[config.mk]
export PLATFORM = sky130hd
export DESIGN_NAME = fp_round_pack_flat
export DESIGN_NICKNAME = d
export VERILOG_FILES = /design/src/rtl/fp_round_pack_if.sv /design/src/rtl/fp_round_pack.sv /design/src/flat_wrapper.sv
export SDC_FILE = /design/constraint.sdc
export NUM_CORES = 1
export LEC_CHECK = 0
export CORE_ASPECT_RATIO = 0.5
export CORE_UTILIZATION = 45
export DETAILED_ROUTE_END_ITERATION = 16
export PLACE_DENSITY = 0.74
export SLEW_MARGIN = 25
export SYNTH_ARGS = -nofsm -noshare
export SYNTH_HDL_FRONTEND = slang
export SYNTH_SLANG_ARGS = --single-unit
[constraint.sdc]
create_clock -name clk -period 4.4 [get_ports clk]
set_input_delay 0.88 -clock clk [delete_from_list [all_inputs] [get_ports clk]]
set_output_delay 0.88 -clock clk [all_outputs]
set_load 0.02 [all_outputs]
[src/rtl/fp_round_pack_if.sv]
// Handshake and payload bundle between the binary64 adder datapath and the
// normalize/round/pack stage.
interface fp_round_pack_if;
  logic        in_valid;
  logic        in_ready;
  logic [10:0] es;
  logic [56:0] fs;
  logic        ss;
  logic [1:0]  fls;
  logic [1:0]  rm;
  logic        out_valid;
  logic        out_ready;
  logic [63:0] fp;
  logic        ovf;
  logic        unf;
  logic        inx;

  modport slave (
    input  in_valid, es, fs, ss, fls, rm, out_ready,
    output in_ready, out_valid, fp, ovf, unf, inx
  );

  modport master (
    output in_valid, es, fs, ss, fls, rm, out_ready,
    input  in_ready, out_valid, fp, ovf, unf, inx
  );
endinterface

[src/rtl/fp_round_pack.sv]
// Binary64 post-adder stage: bit-serial normalize, round to 53 bits under a
// selectable mode, pack into an IEEE-754 word with overflow/underflow/inexact.
module fp_round_pack (
  input  logic         clk,
  input  logic         rst_n,
  fp_round_pack_if.slave bus
);

  localparam int unsigned EW = 12;
  localparam int unsigned FW = 57;
  localparam int unsigned MW = 53;

  localparam logic [1:0] CLS_FIN  = 2'b00;
  localparam logic [1:0] CLS_ZERO = 2'b01;
  localparam logic [1:0] CLS_INF  = 2'b10;
  localparam logic [1:0] CLS_NAN  = 2'b11;

  localparam logic [1:0] RM_RNE = 2'b00;
  localparam logic [1:0] RM_RTZ = 2'b01;
  localparam logic [1:0] RM_PI  = 2'b10;
  localparam logic [1:0] RM_NI  = 2'b11;

  localparam logic [EW-1:0] E_MAX = EW'(2047);

  typedef enum logic [2:0] {
    IDLE  = 3'd0,
    NORM  = 3'd1,
    ROUND = 3'd2,
    PACK  = 3'd3,
    OUT   = 3'd4
  } state_t;

  state_t        state_q, state_d;
  logic [EW-1:0] e_q, e_d;
  logic [FW-1:0] f_q, f_d;
  logic          s_q, s_d;
  logic [1:0]    cls_q, cls_d;
  logic [1:0]    mode_q, mode_d;
  logic          inexact_q, inexact_d;
  logic [63:0]   fp_q, fp_d;
  logic          ovf_q, ovf_d;
  logic          unf_q, unf_d;
  logic          inx_q, inx_d;

  logic          rnd_inexact;
  logic          rnd_inc;
  logic [MW:0]   rnd_sum;
  logic          ovf_to_inf;

  // Rounding increment and 53-bit significand sum, evaluated from the current f.
  always_comb begin
    rnd_inexact = |f_q[2:0];
    rnd_inc     = 1'b0;
    case (mode_q)
      RM_RNE:  rnd_inc = f_q[2] & (f_q[1] | f_q[0] | f_q[3]);
      RM_RTZ:  rnd_inc = 1'b0;
      RM_PI:   rnd_inc = ~s_q & rnd_inexact;
      RM_NI:   rnd_inc = s_q & rnd_inexact;
      default: rnd_inc = 1'b0;
    endcase
    rnd_sum    = {1'b0, f_q[55:3]} + (MW+1)'(rnd_inc);
    ovf_to_inf = (mode_q == RM_RNE) | ((mode_q == RM_PI) & ~s_q) |
                 ((mode_q == RM_NI) & s_q);
  end

  always_comb begin
    state_d   = state_q;
    e_d       = e_q;
    f_d       = f_q;
    s_d       = s_q;
    cls_d     = cls_q;
    mode_d    = mode_q;
    inexact_d = inexact_q;
    fp_d      = fp_q;
    ovf_d     = ovf_q;
    unf_d     = unf_q;
    inx_d     = inx_q;

    case (state_q)
      IDLE: begin
        if (bus.in_valid) begin
          e_d     = {1'b0, bus.es};
          f_d     = bus.fs;
          s_d     = bus.ss;
          cls_d   = bus.fls;
          mode_d  = bus.rm;
          state_d = (bus.fls == CLS_FIN) ? NORM : PACK;
        end
      end

      NORM: begin
        if (f_q == '0) begin
          cls_d   = CLS_ZERO;
          state_d = PACK;
        end else if (f_q[56]) begin
          f_d = {1'b0, f_q[56:2], f_q[1] | f_q[0]};
          e_d = e_q + EW'(1);
        end else if (e_q == '0) begin
          f_d = {1'b0, f_q[56:2], f_q[1] | f_q[0]};
          e_d = EW'(1);
        end else if (!f_q[55] && (e_q > EW'(1))) begin
          f_d = {f_q[55:0], 1'b0};
          e_d = e_q - EW'(1);
        end else begin
          state_d = ROUND;
        end
      end

      ROUND: begin
        inexact_d = rnd_inexact;
        if (rnd_sum[MW]) begin
          f_d = {2'b01, 52'b0, 3'b000};
          e_d = e_q + EW'(1);
        end else begin
          f_d = {1'b0, rnd_sum[MW-1:0], 3'b000};
        end
        state_d = PACK;
      end

      PACK: begin
        ovf_d = 1'b0;
        unf_d = 1'b0;
        inx_d = 1'b0;
        case (cls_q)
          CLS_NAN:  fp_d = 64'h7FF8_0000_0000_0000;
          CLS_INF:  fp_d = {s_q, 11'h7FF, 52'b0};
          CLS_ZERO: fp_d = {s_q, 63'b0};
          default: begin
            if (e_q >= E_MAX) begin
              ovf_d = 1'b1;
              inx_d = 1'b1;
              fp_d  = ovf_to_inf ? {s_q, 11'h7FF, 52'b0}
                                 : {s_q, 11'h7FE, {52{1'b1}}};
            end else begin
              fp_d  = {s_q, (f_q[55] ? e_q[10:0] : 11'b0), f_q[54:3]};
              inx_d = inexact_q;
              unf_d = ~f_q[55] & inexact_q;
            end
          end
        endcase
        state_d = OUT;
      end

      OUT: begin
        if (bus.out_ready) state_d = IDLE;
      end

      default: state_d = IDLE;
    endcase
  end

  always_ff @(posedge clk or negedge rst_n) begin
    if (!rst_n) begin
      state_q   <= IDLE;
      e_q       <= '0;
      f_q       <= '0;
      s_q       <= 1'b0;
      cls_q     <= '0;
      mode_q    <= '0;
      inexact_q <= 1'b0;
      fp_q      <= '0;
      ovf_q     <= 1'b0;
      unf_q     <= 1'b0;
      inx_q     <= 1'b0;
    end else begin
      state_q   <= state_d;
      e_q       <= e_d;
      f_q       <= f_d;
      s_q       <= s_d;
      cls_q     <= cls_d;
      mode_q    <= mode_d;
      inexact_q <= inexact_d;
      fp_q      <= fp_d;
      ovf_q     <= ovf_d;
      unf_q     <= unf_d;
      inx_q     <= inx_d;
    end
  end

  assign bus.in_ready  = (state_q == IDLE);
  assign bus.out_valid = (state_q == OUT);
  assign bus.fp        = fp_q;
  assign bus.ovf       = ovf_q;
  assign bus.unf       = unf_q;
  assign bus.inx       = inx_q;

endmodule

[src/flat_wrapper.sv]
// flat-port wrapper written by rule: the top's interface ports become plain ports
module fp_round_pack_flat 
  (clk, rst_n, bus_in_valid, bus_es, bus_fs, bus_ss, bus_fls, bus_rm, bus_out_ready, bus_in_ready, bus_out_valid, bus_fp, bus_ovf, bus_unf, bus_inx);
  fp_round_pack_if bus_i ();
  input  logic clk;
  input  logic rst_n;
  input wire logic [$bits(bus_i.in_valid)-1:0] bus_in_valid;
  input wire logic [$bits(bus_i.es)-1:0] bus_es;
  input wire logic [$bits(bus_i.fs)-1:0] bus_fs;
  input wire logic [$bits(bus_i.ss)-1:0] bus_ss;
  input wire logic [$bits(bus_i.fls)-1:0] bus_fls;
  input wire logic [$bits(bus_i.rm)-1:0] bus_rm;
  input wire logic [$bits(bus_i.out_ready)-1:0] bus_out_ready;
  output wire logic [$bits(bus_i.in_ready)-1:0] bus_in_ready;
  output wire logic [$bits(bus_i.out_valid)-1:0] bus_out_valid;
  output wire logic [$bits(bus_i.fp)-1:0] bus_fp;
  output wire logic [$bits(bus_i.ovf)-1:0] bus_ovf;
  output wire logic [$bits(bus_i.unf)-1:0] bus_unf;
  output wire logic [$bits(bus_i.inx)-1:0] bus_inx;
  assign bus_i.in_valid = bus_in_valid;
  assign bus_i.es = bus_es;
  assign bus_i.fs = bus_fs;
  assign bus_i.ss = bus_ss;
  assign bus_i.fls = bus_fls;
  assign bus_i.rm = bus_rm;
  assign bus_i.out_ready = bus_out_ready;
  assign bus_in_ready = bus_i.in_ready;
  assign bus_out_valid = bus_i.out_valid;
  assign bus_fp = bus_i.fp;
  assign bus_ovf = bus_i.ovf;
  assign bus_unf = bus_i.unf;
  assign bus_inx = bus_i.inx;
  fp_round_pack u_core (.clk(clk), .rst_n(rst_n), .bus(bus_i));
endmodule
==> flow_summary.yaml <==
status:
  status: "completed"
critical_path:
  worstPathCellList: "nor3_1, o41ai_1, ha_1, nand3_1, nor3_1, and4_1, a21o_2, buf_4, o21ai_0, a22o_1"
  r2r-start: "u_core.f_q[3]"
  reg2regPathDepth: 10
  critPathLaunch: "u_core.f_q[3]"
  path_common_cell: "nor3_1"
  cpMaxStageDelayCell: "nor3_1"
  cp_data_arrival_time_ps: 3950
  worstSetupPathType: "flip-flop to flip-flop"
  reg2reg_to: "u_core.f_q[19]"
  worstSetupStartpointType: "flip-flop"
  worst_path_largest_cell_delay_ps: 550
  reg2reg_slack_ps: 770
  endpoint_kind: "flip-flop"
  cp_max_fo: 30
  endpoint: "u_core.f_q[19]"
  cp_data_required_time_ps: 4720
cts:
  clkSinkCount: 145
  cts_hold_buffers: 0
  ctsHtreeMaxLevel: 4
  post-cts-setup-buffer-count: 0
  cts_buffers: 17
  clkLatencyLatePin_ps: 440
  cts_tree: "done"
  post_cts_resize_count: 0
  clockBufferDepth: 2
  clkSlewWorstSetupHoldPaths_ps: 60
  cts-root-buf: "clkbuf_16"
route:
  dr.pass1.iters: 9
  drt_iter0_markers: 1296
  drt-total-wl_um: 27700
  wl_per_cell_um: 19.9
  via_per_inst: 6.35
  vias: 8848
  ant_nets: 0
  route.detailed.drc: 0
global_route:
  met1_usage_pct: 38.3
  use_met2_pct: 42.6
  busiest_layer: "met2"
  grt_pass1_vias: 8281
  grt-ovfl-total: 0
  grtUsageMet3_pct: 6.18
  grt_first_pass_wirelength_um: 44800
  grt_start_max_net_pins: 103
  grtUsageTotal_pct: 27.5
  antenna_found_initial: 0
synth:
  netlist_area_um2: 8950
  synth_top_area_share_pct: 40.5
  async_flop_share_pct: 100
  synth-main-ff-cell: "dfrtp_1"
  ys_seq_elements: 145
  seq_area_frac_synth_pct: 40.5
  synth.avg_cell_area_um2: 8.49
  synth_top_cell_by_area: "dfrtp_1"
  yosys-top-cells-area: "dfrtp_1, o21ai_0, a222oi_1, nand2_1, nor2_1"
  synth_edf_count: 0
  ys_warn_count: 0
  syn_inst: 1055
  yosysMostFrequentCell: "dfrtp_1"
  ys_types: 64
  syn_nets: 1139
  ys_top_cells_by_count: "dfrtp_1, o21ai_0, nand2_1"
timing:
  hold_viol_final: 0
  hold_slack_ps: 478
  setup_viol: 0
  slew_violations: 0
  rsz0062_at_grt: "no"
  timing.final.crit_period_ps: 3630
  clock.fmax_ghz: 0.276
  fin_worst_skew_ps: 9.99
  post-route-period-util_pct: 82.5
  max_slew_margin_pct: 33.5
  tns_ps: 0
  tightest_slew_ps: 988
floorplanning:
  rows: 36
  pin_count: 146
  chipWidth_um: 201
  core_area_um2: 19500
  start_util_pct: 46.0
  die-area_um2: 20500
  chipHeight_um: 102
run:
  maxCapViolations: 0
power:
  ir_drop_mv: 0.316
  p_leak_nw: 4.28
  pwr_density_cell_nw_per_um2: 815
finish:
  utilization_pct: 56.2
  fin_cells: 1393
  nNetsFinal: 1198
  antennaDiodeCount: 0
  drive_gt1_share_pct: 7.19
  area_growth_pct: 22.2
place:
  dpl.hpwl_um: 18500
  place_congestion: 0.887
  placed_cells: 1361
  port-buffer-count: 145
hold_path:
  hold_path.class: "flip-flop to flip-flop"
-- per-layer routing --
| layer | wire, um | vias up |
|---|---|---|
| met5 | 0 | - |
| li1 | - | 4082 |
| met3 | 2310 | 34 |
| met2 | 12700 | 397 |
| met4 | 397 | 0 |
| met1 | 12300 | 4335 |
-- worst min path at each step --
| stage | start | endpoint | depth (start not counted) |
|---|---|---|---|
| 6_report | u_core.bus.fp[43] | u_core.bus.fp[43] | 2 |
| 5_1_grt | u_core.bus.fp[59] | u_core.bus.fp[59] | 2 |
| 4_1_cts | u_core.bus.fp[43] | u_core.bus.fp[43] | 2 |
| 3_5_place_dp | u_core.bus.fp[43] | u_core.bus.fp[43] | 2 |
| 3_3_place_gp | u_core.bus.fp[56] | u_core.bus.fp[56] | 2 |
| 2_1_floorplan | u_core.inexact_q | u_core.inexact_q | 2 |
-- cell families after synthesis --
family                   share of synthesized area [%]
AND/OR/NAND/NOR                                   20.4
adder cells (fa/ha/maj)                          0.978
flip-flops                                        40.5
multiplexers                                     0.713
AO/OA/AOI/OAI                                     29.6
XOR/XNOR                                         0.685
buffers and inverters                             7.08
-- layout by cell type (no fill, tap or decap), types with 23 or more instances in the layout --
cell type,count
nand2_1,114
inv_1,23
a22o_1,47
clkdlybuf4s50_1,144
nor2_1,108
a21oi_1,27
o31ai_1,30
nor3_1,23
o21ai_0,118
a222oi_1,54
dfrtp_1,145
nand3_1,41
-- where the power goes --
group | internal, mW | leakage (nW) | switching, mW
Clock | 0.808 | 0.265 | 0.603
Sequential | 1.93 | 1.85 | 1.02
Combinational | 2.02 | 2.17 | 2.54
-- through the flow --
stage	total power [mW]	cell area [um2]	setup slack (ps)
after global placement	7.31	10400	1030
after detailed placement	7.45	10400	880
after floorplan	6.04	8950	1320
final	8.92	10900	771
after CTS	8.89	10900	852
after global routing	9.56	10900	513
-- registers in the layout (all words and copies together) (netlist names) --
name              count
u_core.cls_q          2
u_core.s_q            1
u_core.bus.unf        1
u_core.mode_q         2
u_core.bus.fp        64
u_core.bus.inx        1
u_core.bus.ovf        1
u_core.state_q        3
u_core.inexact_q      1
u_core.e_q           12
u_core.f_q           57
-- final cells by class --
class | instances | area (um2)
Timing Repair Buffer | 163 | 1600
Clock buffer | 20 | 457
Inverter | 23 | 86.3
Multi-Input combinational cell | 764 | 4730
Sequential cell | 145 | 3630
Clock inverter | 12 | 109
Tap cell | 266 | 333
Fill cell | 1747 | 8520
-- critical path, delay by kind of cell, from the launching register on --
kind	cells	cell delay, ps
simple gates	4	1220
compound gates	4	1130
flops	1	510
fa+ha+maj	1	330
buf+inv	1	320
Power figures use the tool's default switching activity.
